$ cat config.mk
export PLATFORM = sky130hd
export DESIGN_NAME = serial_adder_ctrl
export DESIGN_NICKNAME = d
export VERILOG_FILES = /design/src/rtl/serial_adder_pkg.sv /design/src/rtl/fa_using_nand.sv /design/src/rtl/serial_adder_ctrl.sv
export SDC_FILE = /design/constraint.sdc
export NUM_CORES = 1
export LEC_CHECK = 0
export CAP_MARGIN = 20
export CELL_PAD_IN_SITES_DETAIL_PLACEMENT = 2
export CELL_PAD_IN_SITES_GLOBAL_PLACEMENT = 2
export CORE_ASPECT_RATIO = 1.2
export CORE_MARGIN = 5
export CORE_UTILIZATION = 32
export DETAILED_ROUTE_END_ITERATION = 7
export GPL_ROUTABILITY_DRIVEN = 0
export PLACE_DENSITY_LB_ADDON = 0.25
export SETUP_SLACK_MARGIN = 0.15
export SLEW_MARGIN = 20
export SYNTH_ARGS = -nofsm -noshare
export SYNTH_HDL_FRONTEND = slang
export SYNTH_SLANG_ARGS = --single-unit
$ cat constraint.sdc
create_clock -name clk -period 2 [get_ports clk]
set_input_delay 0.4 -clock clk [delete_from_list [all_inputs] [get_ports clk]]
set_output_delay 0.4 -clock clk [all_outputs]
set_load 0.02 [all_outputs]
$ cat src/rtl/serial_adder_pkg.sv
// Shared types and defaults for the bit-serial adder.
// State encoding is fixed so debug tooling can decode it.
package serial_adder_pkg;

  localparam int DEFAULT_WIDTH = 8;

  typedef enum logic [1:0] {
    IDLE = 2'd0,
    RUN  = 2'd1,
    DONE = 2'd2
  } state_e;

endpackage

$ cat src/rtl/fa_using_nand.sv
// One-bit full adder built purely from 2-input NAND gates.
// Nine gates: four form the XOR, the rest fold in carry.
module fa_using_nand (
  input  logic a,
  input  logic b,
  input  logic c,
  output logic sum,
  output logic carry
);

  logic n1, n2, n3, x1, n4, n5, n6;

  assign n1    = ~(a & b);
  assign n2    = ~(a & n1);
  assign n3    = ~(b & n1);
  assign x1    = ~(n2 & n3);
  assign n4    = ~(x1 & c);
  assign n5    = ~(x1 & n4);
  assign n6    = ~(c & n4);
  assign sum   = ~(n5 & n6);
  assign carry = ~(n1 & n4);

endmodule

$ cat src/rtl/serial_adder_ctrl.sv
// Bit-serial adder: LSB-first, one full-adder step per RUN cycle.
// Result and carry are registered when the last bit is processed.
module serial_adder_ctrl
  import serial_adder_pkg::*;
#(
  parameter int WIDTH = DEFAULT_WIDTH
) (
  input  logic             clk,
  input  logic             rst_n,
  input  logic             start,
  input  logic [WIDTH-1:0] a,
  input  logic [WIDTH-1:0] b,
  input  logic             cin,
  output logic             busy,
  output logic             done,
  output logic [WIDTH-1:0] sum,
  output logic             cout
);

  localparam int CW = $clog2(WIDTH) + 1;

  state_e           state_q, state_d;
  logic [WIDTH-1:0] sa_q, sa_d;
  logic [WIDTH-1:0] sb_q, sb_d;
  logic [WIDTH-1:0] acc_q, acc_d;
  logic [WIDTH-1:0] sum_q, sum_d;
  logic             carry_q, carry_d;
  logic             cout_q, cout_d;
  logic [CW-1:0]    cnt_q, cnt_d;
  logic             fa_s, fa_c;

  fa_using_nand u_fa (
    .a    (sa_q[0]),
    .b    (sb_q[0]),
    .c    (carry_q),
    .sum  (fa_s),
    .carry(fa_c)
  );

  always_comb begin
    state_d = state_q;
    sa_d    = sa_q;
    sb_d    = sb_q;
    acc_d   = acc_q;
    sum_d   = sum_q;
    carry_d = carry_q;
    cout_d  = cout_q;
    cnt_d   = cnt_q;
    unique case (state_q)
      IDLE: begin
        if (start) begin
          sa_d    = a;
          sb_d    = b;
          carry_d = cin;
          cnt_d   = '0;
          state_d = RUN;
        end
      end
      RUN: begin
        acc_d   = {fa_s, acc_q[WIDTH-1:1]};
        sa_d    = sa_q >> 1;
        sb_d    = sb_q >> 1;
        carry_d = fa_c;
        cnt_d   = cnt_q + CW'(1);
        // Last bit: publish the fully shifted result this edge.
        if (cnt_q == CW'(WIDTH - 1)) begin
          state_d = DONE;
          sum_d   = {fa_s, acc_q[WIDTH-1:1]};
          cout_d  = fa_c;
        end
      end
      DONE: state_d = IDLE;
      default: state_d = IDLE;
    endcase
  end

  always_ff @(posedge clk or negedge rst_n) begin
    if (!rst_n) begin
      state_q <= IDLE;
      sa_q    <= '0;
      sb_q    <= '0;
      acc_q   <= '0;
      sum_q   <= '0;
      carry_q <= 1'b0;
      cout_q  <= 1'b0;
      cnt_q   <= '0;
    end else begin
      state_q <= state_d;
      sa_q    <= sa_d;
      sb_q    <= sb_d;
      acc_q   <= acc_d;
      sum_q   <= sum_d;
      carry_q <= carry_d;
      cout_q  <= cout_d;
      cnt_q   <= cnt_d;
    end
  end

  assign busy = (state_q == RUN);
  assign done = (state_q == DONE);
  assign sum  = sum_q;
  assign cout = cout_q;

endmodule

---- Word-level counts from Yosys, hierarchy flattened ----
Cells that the tools add are included.
storage, ports and cells
  register bits after elaboration ......... 40
  logic and storage cells ................. 48
operators by class
  $add $sub $neg .......................... 1
  equal/unequal tests ..................... 5
  multiplexer cells ....................... 11
  bitwise operators ....................... 18
  reductions and logical operators ........ 5
operators with widths
  kind                                                                     count
  8-bit case mux with 2 select lines                                       2
  8-bit two-way mux                                                        2
  1-bit AND                                                                9
  1-bit inverter                                                           9
  4-bit case mux with 2 select lines                                       1
  2-bit AND reduction                                                      3
  4-bit by 1-bit adder with 4-bit output, second input constant            1
  4-bit by 3-bit equality test with 1-bit output, second input constant    1
  2-bit two-way mux                                                        2
  4-bit two-way mux                                                        1
  2-bit case mux with 2 select lines                                       1
  2-bit by 1-bit equality test with 1-bit output, second input constant    1
  2-bit equality test, second input constant                               1
  2-bit zero test                                                          1
  2-bit by 1-bit inequality test with 1-bit output, second input constant  1
  2-bit inequality test, second input constant                             1
  1-bit case mux with 2 select lines                                       1
  2-bit nonzero test                                                       1
  1-bit two-way mux                                                        1

---- Logic depth before layout (Yosys ltp) ----
Gate-level depths: netlist of run 1.
  depth in word-level cells ............... 12
  mapped depth ............................ 5
  mapped depth without buffers ............ 4

---- Modules after synthesis ----
From an unflattened synthesis of run 1, not the netlist that was laid out.
second synthesis, totals
  cells, all modules ...................... 168
  area, all modules ....................... 1,765.4 um^2
modules (own cells, without submodules)
  module             times used  cells each  area each (um^2)
  serial_adder_ctrl  1           167         1,745.4
  fa_using_nand      1           1           20.0

---- Worst setup path before layout of run 1 ----
Ideal clock, no wire load.
  path kind ............................... reg-to-reg
  start point ............................. reg state_q[1]
  end point ............................... reg sum_q[0], in the netlist sum[0]
  arrival ................................. 1.342 ns
  slack ................................... 0.533 ns
  cell stages (with the launch flop) ...... 4
  buffers on the path ..................... 0
  period minus slack after synthesis ...... 1.467 ns
  path through ............................ dfrtp_1 -> nand2b_2 -> nor3_4 -> mux2_2
on the way
  cells in the longest elaborated chain, start to end .. 2
ends and longest elaborated chain
  item                                            line                     RTL
  start: declaration                              serial_adder_ctrl.sv:22  state_e state_q, state_d;
  start signal: assignment                        serial_adder_ctrl.sv:88  state_q <= state_d;
  2-bit by 1-bit equality test with 1-bit output  serial_adder_ctrl.sv:49  unique case (state_q)
  2-bit AND reduction (no source line)            n/a
  end signal: assignment                          serial_adder_ctrl.sv:92  sum_q <= sum_d;
  end: declaration                                serial_adder_ctrl.sv:26  logic [WIDTH-1:0] sum_q, sum_d;
Every way passes these cells.
A chain may end at the register's enable or synchronous reset.

---- Worst setup path in the final report of run 1 ----
  start point ............................. reg state_q[1]
  end point ............................... out busy
on the way
  cells in the longest elaborated chain, start to end .. 1
ends and longest elaborated chain
  item                                            line                     RTL
  2-bit by 1-bit equality test with 1-bit output  serial_adder_ctrl.sv:99  assign busy = (state_q == RUN);
  end: declaration                                serial_adder_ctrl.sv:14  output logic busy,
Every way passes these cells.

==> results of run 1 <==
==> sequential cells by signal, summed over array words and instances (netlist names) <==
register,cells
acc_q,7
carry_q,1
cnt_q,4
cout,1
sa_q,8
sb_q,8
state_q,2
sum,8
==> synth_stat cells <==
master / instances
nand4_1: 1
a22oi_1: 15
or3b_2: 1
o21ai_0: 3
mux2_1: 2
dfrtp_1: 39
nand2_1: 61
clkbuf_1: 3
o21bai_1: 1
nand2b_2: 1
fa_1: 1
nand3_1: 3
buf_2: 1
ha_1: 1
nor3_4: 1
o21ba_2: 1
a21oi_1: 1
nor3b_2: 1
inv_2: 1
mux2i_1: 1
buf_1: 1
nor2b_1: 1
mux2_2: 7
==> cell families (layout without fill, tap and decap cells) <==
group                    after synthesis  count (layout)
flip-flops                            39              39
multiplexers                          10              10
AO/OA/AOI/OAI                         21              21
AND/OR/NAND/NOR                       70              70
adder cells (fa/ha/maj)                2               2
buffers and inverters                  6              44
==> placed cells by master (no fill, tap or decap), types with 2 or more instances in the layout <==
cell             instances
nand2_1                 61
dfrtp_1                 39
clkdlybuf4s50_1         27
a22oi_1                 15
mux2_2                   7
clkbuf_8                 7
buf_4                    4
o21ai_0                  3
nand3_1                  3
mux2_1                   2
==> power by group <==
| part | switching [mW] | internal, mW | leakage [nW] |
|---|---|---|---|
| registers | 0.222 | 1.12 | 0.501 |
| clock network | 0.267 | 0.315 | 0.0515 |
| logic | 0.666 | 0.540 | 0.457 |
==> worst max path at each step <==
stage               start  endpoint  slack, ps  depth (start not counted)
2_1_floorplan  state_q[1]    sum[0]        530                          3
3_3_place_gp   state_q[1]      busy        250                          3
3_5_place_dp   state_q[1]    sum[7]        220                          3
4_1_cts        state_q[1]      busy        170                          3
5_1_grt          cnt_q[0]    sum[4]        160                          4
6_report       state_q[1]      busy        240                          3
==> per-stage QoR <==
stage	cell area (µm²)	hold slack (ps)	setup WS, ps	total power [mW]
2_1_floorplan	1600	104	533	2.06
3_3_place_gp	2000	396	253	2.51
3_5_place_dp	2000	408	219	2.60
4_1_cts	2090	81.8	172	3.20
5_1_grt	2100	98.5	158	3.40
6_report	2100	71.1	235	3.13
==> metal layers <==
metal	track usage, %	routed length, µm
met3	4.16	195
met4	4.37	53
met1	17.7	1660
met5	0	0
met2	23.9	2020
==> cell type report <==
type	instances	area, µm²
fill	541	2810
sequential	39	976
multi-input combinational	103	597
timing repair buffer	35	344
clock buffer	8	100
tap	60	75.1
inverter	1	3.75
==> worst reg2reg max path: cells and delay by family, from the launching register on <==
kind / cells / cell delay [ps]
simple gates: 2 / 550
flops: 1 / 400
fa+ha+maj: 1 / 240
mux: 1 / 410
==> what timing repair did <==
| item | 4_1_cts | 5_1_grt |
|---|---|---|
| endpoints found under the hold margin | 0 | 0 |
| cloned | 0 | 0 |
| resized for setup | 2 | 1 |
| setup endpoints to repair | 2 | 1 |
==> summary.md, run 1 <==
| Metric | Value |
|---|---|
| Status | finished clean |
| Post-DP HPWL | 2830 µm |
| Fmax | 567 MHz |
| Synth top area share | between 60% and 70% |
| Crit share post-route | between 80% and 90% |
| Horiz. Die Dim | 74.5 µm |
| Rel. slew slack | 64.9% |
| Core footprint | 4900 µm² |
| Rows | 28 |
| # clock sinks | 39 |
| Syn nets | 170 |
| CP Cell Sequence | nand2b_2 > inv_2 > clkdlybuf4s15_1 |
| GRT Total Usage | roughly 14% |
| Post-Layout Cell Count | 246 |
| R2r worst-path depth | 4 |
| Vias in the first global route | 1394 |
| Initial drt markers | 61 |
| Post-synthesis cell type count | 23 |
| DR WL/cell | 16.0 µm |
| Worst-Margin Slew | 525 ps |
| DRC Markers | 0 |
| Die span in y | between 80 and 90 µm |
| Crit path kind | reg -> out |
| Simple-gate share of the synthesized area | 19.0% |
| Final min period | ~1800 ps |
| P_leak | 1.01 nW |
| Compound-Gate Fraction of Synth Area | 9.40% |
| Ports | 31 |
| Skew final | 6.29 ps |
| Clk Latency, worst-skew pair | 290 ps |
| Clk slew on worst S/H paths | 80 ps |
| Global-route wire length before repair | approximately 7000 µm |
| Number of antenna diodes | 0 |
| Pin count of the biggest net entering global routing | 27 |
| Crit Path Max Fanout | 8 |
| Fin util | roughly 43% |
| CP max-delay cell | dfrtp_1 |
| # placed instances | approximately 240 |
| Mapped Avg Cell Area | 10.8 µm² |
| Ys Warns | 0 |
| Post-Synth XOR/XNOR Area | 0% |
| FF-to-FF setup slack | 280 ps |
| Via Count | approximately 1200 |
| Cell area after synthesis | 1600 µm² |
| Clock buffer depth | 2 |
| Antenna violations before repair | 0 |
| Worst hold path class | in -> async |
| Cell taking the most area after synthesis | dfrtp_1 |
| Multiplexer share of the synthesized area | 6.97% |
| Post-CTS Hold Fix Bufs | 0 |
| Seq/Total Area, Yosys | 61.1% |
| Postcts setup bufs | 0 |
| Final Hold Viols | 0 |
| RSZ-0062 raised after global routing | no |
| Adder-cell share of the synthesized area | approximately 2.0% |
| Final-report setup violation count | 0 |
| Peak VDD IR | just under 0.5 mV |
| Max Cap Violations | 0 |
| CTS tree | yes |
| H-tree Lvls | 2 |
| Nets | 207 |
| Initial Util | 32.6% |
| GRT overflow | 0 |
| Cell count after synthesis | 148 |
| CP startpoint kind | flip-flop |
| Reg2reg end | sum[7] |
| Slew Limit Fails | 0 |
| CP Capture Type | output pin |
| Input/output buffers | 30 |
| Root buffer cell | clkbuf_8 |
| Seq cells post-synth | 39 |
| Num CTS Buffers | 5 |
| Area grow syn2layout | 31.3% |
| Routed wire length | 3930 µm |
| TNS Setup | 0 ps |
| Leading post-synthesis cells by cell area | dfrtp_1, nand2_1, a22oi_1 |
| Largest family of logic cells by synthesized area | simple AND/OR/NAND/NOR gates |
| CP arrival | 1360 ps |
| ANT nets after route | 0 |
| Buffers plus inverters on the worst setup path | 2 |
| Pwr/cell area | 1490 nW/µm² |
| Share of layout cells above drive strength 1 | 14.0% |
| Crit-path max cell delay | roughly 420 ps |
| Cell family with most CP delay | flip-flops |
| CP required | 1600 ps |
| Pre-antenna DRT Iters | 4 |
| Origin of the critical flop-to-flop path | cnt_q[0] |
| Die area | 6510 µm² |
| DR vias/cell | just under 5 |
(Power assumes the default switching activity.)
==> run 2, diff against run 1 <==
Settings changed: CORE_ASPECT_RATIO 1.2 to 1.25.
==> summary.md, run 2 (same netlist as run 1, synthesis figures left out) <==
| Metric | Value |
|---|---|
| H-tree Lvls | 2 (unchanged) |
| Root buffer cell | clkbuf_8 |
| Core footprint | 4800 µm² (-2.1%) |
| Die span in y | 89.0 µm (+1.8%) |
| CP arrival | 1340 ps (-20 ps) |
| Cell family with most CP delay | flip-flops |
| Clock power share | 21.3% (+2.7 points) |
| Initial drt markers | 47 (-23%) |
| Pwr/cell area | 1540 nW/µm² (+3.4%) |
| Global-route wire length before repair | 6830 µm (-2.0%) |
| Final min period | 1740 ps (-22.9 ps) |
| Peak VDD IR | 0.430 mV (-11%) |
| Nets | 207 (unchanged) |
| Reg power frac | 41.5% (-1.4 points) |
| P_leak | 1.02 nW (+0.66%) |
| Share of layout cells above drive strength 1 | 14.5% (+0.54 points) |
| RSZ-0062 raised after global routing | no |
| FF-to-FF setup slack | 310 ps (+30 ps) |
| DR vias/cell | 5.02 (+3.2%) |
| Crit-path max cell delay | 430 ps (about the same) |
| CTS tree | yes |
| Rows | 28 (unchanged) |
| Final Hold Viols | 0 (unchanged) |
| Clock buffer depth | 2 (unchanged) |
| Psw | 1.19 mW (+2.7%) |
| Pre-antenna DRT Iters | 4 (unchanged) |
| Reg area | 976 µm² (unchanged) |
| Initial Util | 33.3% (+0.71 points) |
| Input/output buffers | 30 (unchanged) |
| Switching share of power | 36.5% (-0.41 points) |
| Worst setup margin | 258 ps (+22.9 ps) |
| Skew final | 9.62 ps (+3.33 ps) |
| Num CTS Buffers | 5 (unchanged) |
| DRC Markers | 0 (unchanged) |
| Antenna violations before repair | 0 (unchanged) |
| Die area | 6510 µm² (about the same) |
| Area grow syn2layout | 31.8% |
| Rel. slew slack | 66.4% (+1.5 points) |
| DP Worst Slack | 211 ps (-7.07 ps) |
| Post-DP HPWL | 2540 µm (-10%) |
| CP Cell Sequence | nand2b_4 > inv_2 > dlygate4sd2_1 |
| Horiz. Die Dim | 73.2 µm (-1.8%) |
| Vias in the first global route | 1424 (+2.2%) |
| Commonest non-fill, non-tap cell in the layout | nand2_1 |
| GRT overflow | 0 (unchanged) |
| CP max-delay cell | dfrtp_1 |
| GRT Total Usage | 13.9% (-0.42 points) |
| CP Capture Type | output pin |
| Ports | 31 (unchanged) |
| Combinational power share | 37.3% (-1.3 points) |
| Crit path kind | reg -> out |
| ANT nets after route | 0 (unchanged) |
| TNS Setup | 0 ps (unchanged) |
| Fmax | 574 MHz (+1.3%) |
| Worst hold path class | in -> async |
| Slew Limit Fails | 0 (unchanged) |
| Pin count of the biggest net entering global routing | 40 (+48%) |
| Buffers plus inverters on the worst setup path | 2 (unchanged) |
| # clock sinks | 39 (unchanged) |
| Number of antenna diodes | 0 (unchanged) |
| Worst-Margin Slew | 502 ps (-23.0 ps) |
| CP required | 1600 ps (about the same) |
| Routed wire length | 3850 µm (-2.1%) |
| Max Cap Violations | 0 (unchanged) |
| Via Count | 1235 (+3.2%) |
| Crit share post-route | 87.1% (-1.1 points) |
| Postcts setup bufs | 0 (unchanged) |
| Commonest non-fill, non-tap cells in the layout | nand2_1, dfrtp_1, clkdlybuf4s50_1, a22oi_1, mux2_2 |
| Crit Path Max Fanout | 8 (unchanged) |
| Status | finished clean |
| Multi-input logic area | 602 µm² (+0.84%) |
| Clk slew on worst S/H paths | 80 ps (about the same) |
| Final-report setup violation count | 0 (unchanged) |
| DR WL/cell | 15.6 µm (-2.1%) |
| CP startpoint kind | flip-flop |
| Pint | 2.06 mW (+4.6%) |
| Clk Latency, worst-skew pair | 300 ps (about the same) |
| Fillers | 499 (-7.8%) |
==> run 2: repair_timing <==
action / in CTS / in global routing
resized for setup: 2 / 1
gates cloned: 0 / 0
endpoints found under the setup margin: 2 / 3
hold buffers: 0 / 0
==> run 2: cell type report <==
| class | instances | area share [%] |
|---|---|---|
| inverter | 1 | 0.178 |
| tap | 60 | 3.57 |
| multi-input combinational | 103 | 28.6 |
| sequential | 39 | 46.4 |
| clock inverter | 2 | 1.66 |
| clock buffer | 6 | 3.92 |
| timing repair buffer | 35 | 15.7 |
==> run 2: path summary, 6_finish.rpt <==
check	start	end	depth (start not counted)
setup / recovery	state_q[1]	busy	3
hold / removal	rst_n	state_q[0]	2
setup reg to reg	cnt_q[0]	sum[6]	4
hold reg to reg	sa_q[2]	sa_q[2]	2
max in group asynchronous	rst_n	sum[7]	2
min in group clk	sa_q[2]	sa_q[2]	2
==> run 2: per-layer routing <==
layer	track usage, %	vias to the layer above	wire [µm]
li1	-	575	-
met1	16.3	622	1670
met2	23.8	32	1900
met3	3.82	6	210
met4	6.04	0	71
met5	0	-	0
==> run 2: worst register-to-register path: cells and delay by family (launching register included) <==
kind,cells,cell delay [ps]
and+or+nand+nor,2,530
DFF,1,420
muxes,1,400
adders and majority gates,1,240
==> run 2: per-stage QoR <==
stage | area (µm²) | cells | util [%] | hold slack (ps) | power, mW
floorplan | 1600 | 148 | - | 104 | 2.06
global placement | 1980 | 238 | 41.3 | 460 | 2.52
detailed placement | 1980 | 238 | 41.3 | 467 | 2.58
CTS | 2100 | 246 | 43.7 | 168 | 3.30
global route | 2100 | 246 | 43.8 | 205 | 3.49
finish | 2100 | 246 | 43.8 | 142 | 3.25
==> run 2: power groups by stage <==
stage	clock network, mW	registers [mW]	logic (mW)
detailed placement	0	1.36	1.22
CTS	0.709	1.35	1.24
floorplan	0	1.39	0.671
global placement	0	1.33	1.19
global route	0.741	1.39	1.35
finish	0.691	1.35	1.21
==> run 3, diff against run 2 <==
--- a/config.mk
+++ b/config.mk
@@ -16,5 +16,4 @@
 export PLACE_DENSITY_LB_ADDON = 0.25
 export SETUP_SLACK_MARGIN = 0.15
-export SLEW_MARGIN = 20
 export SYNTH_ARGS = -nofsm -noshare
 export SYNTH_HDL_FRONTEND = slang
==> constraint.sdc (replaced) <==
create_clock -name clk -period 2 [get_ports clk]
set_input_delay 0.2 -clock clk [delete_from_list [all_inputs] [get_ports clk]]
set_output_delay 0.2 -clock clk [all_outputs]
set_load 0.02 [all_outputs]
==> summary.md, run 3 (same netlist as run 1, synthesis figures left out) <==
| Metric | Value |
|---|---|
| ANT nets after route | 0 (unchanged) |
| Crit path kind | reg -> out |
| H-tree Lvls | 2 (unchanged) |
| Post-DP HPWL | 2870 µm (+13%) |
| Origin of the critical flop-to-flop path | cnt_q[0] |
| Clock buffer depth | 2 (unchanged) |
| Ports | 31 (unchanged) |
| # placed instances | 238 (unchanged) |
| Rows | 28 (unchanged) |
| Pin count of the biggest net entering global routing | 27 (-33%) |
| GRT Total Usage | 13.9% (-0.061 points) |
| Buffers plus inverters on the worst setup path | 1 (-1) |
| Crit Path Max Fanout | 5 (-3) |
| Reg2reg end | sum[0] |
| CP startpoint kind | flip-flop |
| Peak VDD IR | 0.449 mV (+4.5%) |
| Final-report setup violation count | 0 (unchanged) |
| Final instance area | 2090 µm² (-0.89%) |
| CTS tree | yes |
| CP required | 1800 ps (+200 ps) |
| Status | finished clean |
| RSZ-0062 raised after global routing | no |
| Design Power | 3.07 mW (-5.4%) |
| CP max-delay cell | clkdlybuf4s50_1 |
| Root buffer cell | clkbuf_8 |
| CP Cell Sequence | nor2b_1 > clkdlybuf4s50_1 |
| DR WL/cell | 15.8 µm (+1.3%) |
| CP Capture Type | output pin |
| Switching share of power | 37.6% (+1.1 points) |
| Crit path launch | state_q[0] |
| Final Hold Viols | 0 (unchanged) |
| Pre-antenna DRT Iters | 4 (unchanged) |
| Worst-Margin Slew | 592 ps (+90.1 ps) |
| Clock power share | 17.5% (-3.8 points) |
| Worst setup margin | 330 ps (+71.2 ps) |
| Antenna violations before repair | 0 (unchanged) |
| Die area | 6510 µm² (unchanged) |
| Input/output buffers | 30 (unchanged) |
| Via Count | 1235 (unchanged) |
| Post-Layout Cell Count | 246 (unchanged) |
| Rel. slew slack | 60.5% (-5.9 points) |
| # clock sinks | 39 (unchanged) |
| Placement Cell Area | 1980 µm² (unchanged) |
| Fmax | 599 MHz (+4.3%) |
| Slew Limit Fails | 0 (unchanged) |
| DP Worst Slack | 171 ps (-40.0 ps) |
| Share of layout cells above drive strength 1 | 14.0% (-0.54 points) |
| DR vias/cell | 5.02 (unchanged) |
| Crit share post-route | 83.5% (-3.6 points) |
| Postcts setup bufs | 0 (unchanged) |
| Crit-path max cell delay | 610 ps (+180 ps) |
| FF-to-FF setup slack | 360 ps (+50 ps) |
| Num CTS Buffers | 5 (unchanged) |
| Routed wire length | 3900 µm (+1.3%) |
| Final min period | 1670 ps (-71.2 ps) |
| Reg power frac | 43.8% (+2.3 points) |
| Skew final | 2.55 ps (-7.07 ps) |
| Clk slew on worst S/H paths | 70 ps (about the same) |
| Psw | 1.16 mW (-2.6%) |
| R2r worst-path depth | 4 (unchanged) |
| Pint | 1.92 mW (-7.0%) |
| Stages on the worst setup path | 2 (-1) |
| Fin util | 43.5% (-0.39 points) |
| Max Cap Violations | 0 (unchanged) |
| TNS Setup | 0 ps (unchanged) |
| Commonest non-fill, non-tap cells in the layout | nand2_1, dfrtp_1, clkdlybuf4s50_1, a22oi_1, mux2_2 |
| P_leak | 1.00 nW (-1.5%) |
| CP arrival | 1470 ps (+130 ps) |
| Vias in the first global route | 1426 (+0.14%) |
| Commonest non-fill, non-tap cell in the layout | nand2_1 |
| Core footprint | 4800 µm² (unchanged) |
| Number of antenna diodes | 0 (unchanged) |
| Initial Util | 33.3% (unchanged) |
| Pwr/cell area | 1470 nW/µm² (-4.5%) |
| Clk Latency, worst-skew pair | 280 ps (-20 ps) |
| Combinational power share | 38.7% (+1.4 points) |
| Crit path to | done |
| Hold WS | 445 ps (+303 ps) |
| Cell family with most CP delay | buffers and inverters |
| Initial drt markers | 52 (+11%) |
| DRC Markers | 0 (unchanged) |
| Global-route wire length before repair | 6820 µm (-0.10%) |
| Worst hold path class | in -> async |
| Die span in y | 89.0 µm (unchanged) |
| Horiz. Die Dim | 73.2 µm (unchanged) |
| GRT overflow | 0 (unchanged) |
| Area grow syn2layout | 30.6% |
| Fillers | 489 (-2.0%) |
| Nets | 208 (+0.48%) |
==> run 3: how the worst min path moves through the flow <==
stage	cells after the start	start	end	slack, ps
floorplan	0	rst_n	acc_q[1]	-100
global placement	1	rst_n	sum[0]	240
finish	2	rst_n	sum[1]	440
CTS	3	b[7]	sb_q[7]	460
global route	3	b[7]	sb_q[7]	470
detailed placement	1	rst_n	cnt_q[2]	240
==> run 3: timing repair <==
action	in CTS	in global routing
gates resized for setup	2	0
hold buffers	1	0
endpoints found under the hold margin	24	0
setup endpoints to repair	1	0
==> run 3: area by class of cell <==
type	count	area, µm²	area share, %
flip-flops and latches	39	976	46.8
multi-input cells	103	602	28.9
repair buffers	36	342	16.4
clock buffers	6	82.6	3.96
well taps	60	75.1	3.60
clock inverters	1	5.00	0.240
inverters	1	3.75	0.180
==> run 3: power by group through the flow <==
stage | Combinational, mW | Clock (mW) | Sequential (mW)
2_1_floorplan | 0.671 | 0 | 1.39
6_report | 1.19 | 0.538 | 1.35
3_5_place_dp | 1.23 | 0 | 1.36
4_1_cts | 1.23 | 0.554 | 1.35
3_3_place_gp | 1.16 | 0 | 1.33
5_1_grt | 1.34 | 0.585 | 1.39
==> run 3: layer usage <==
| metal | wire (µm) | track usage [%] | vias up |
|---|---|---|---|
| met3 | 170 | 3.37 | 7 |
| met4 | 76 | 6.04 | 0 |
| met2 | 2010 | 23.3 | 29 |
| met1 | 1640 | 16.8 | 626 |
| met5 | 0 | 0 | - |
| li1 | - | - | 573 |
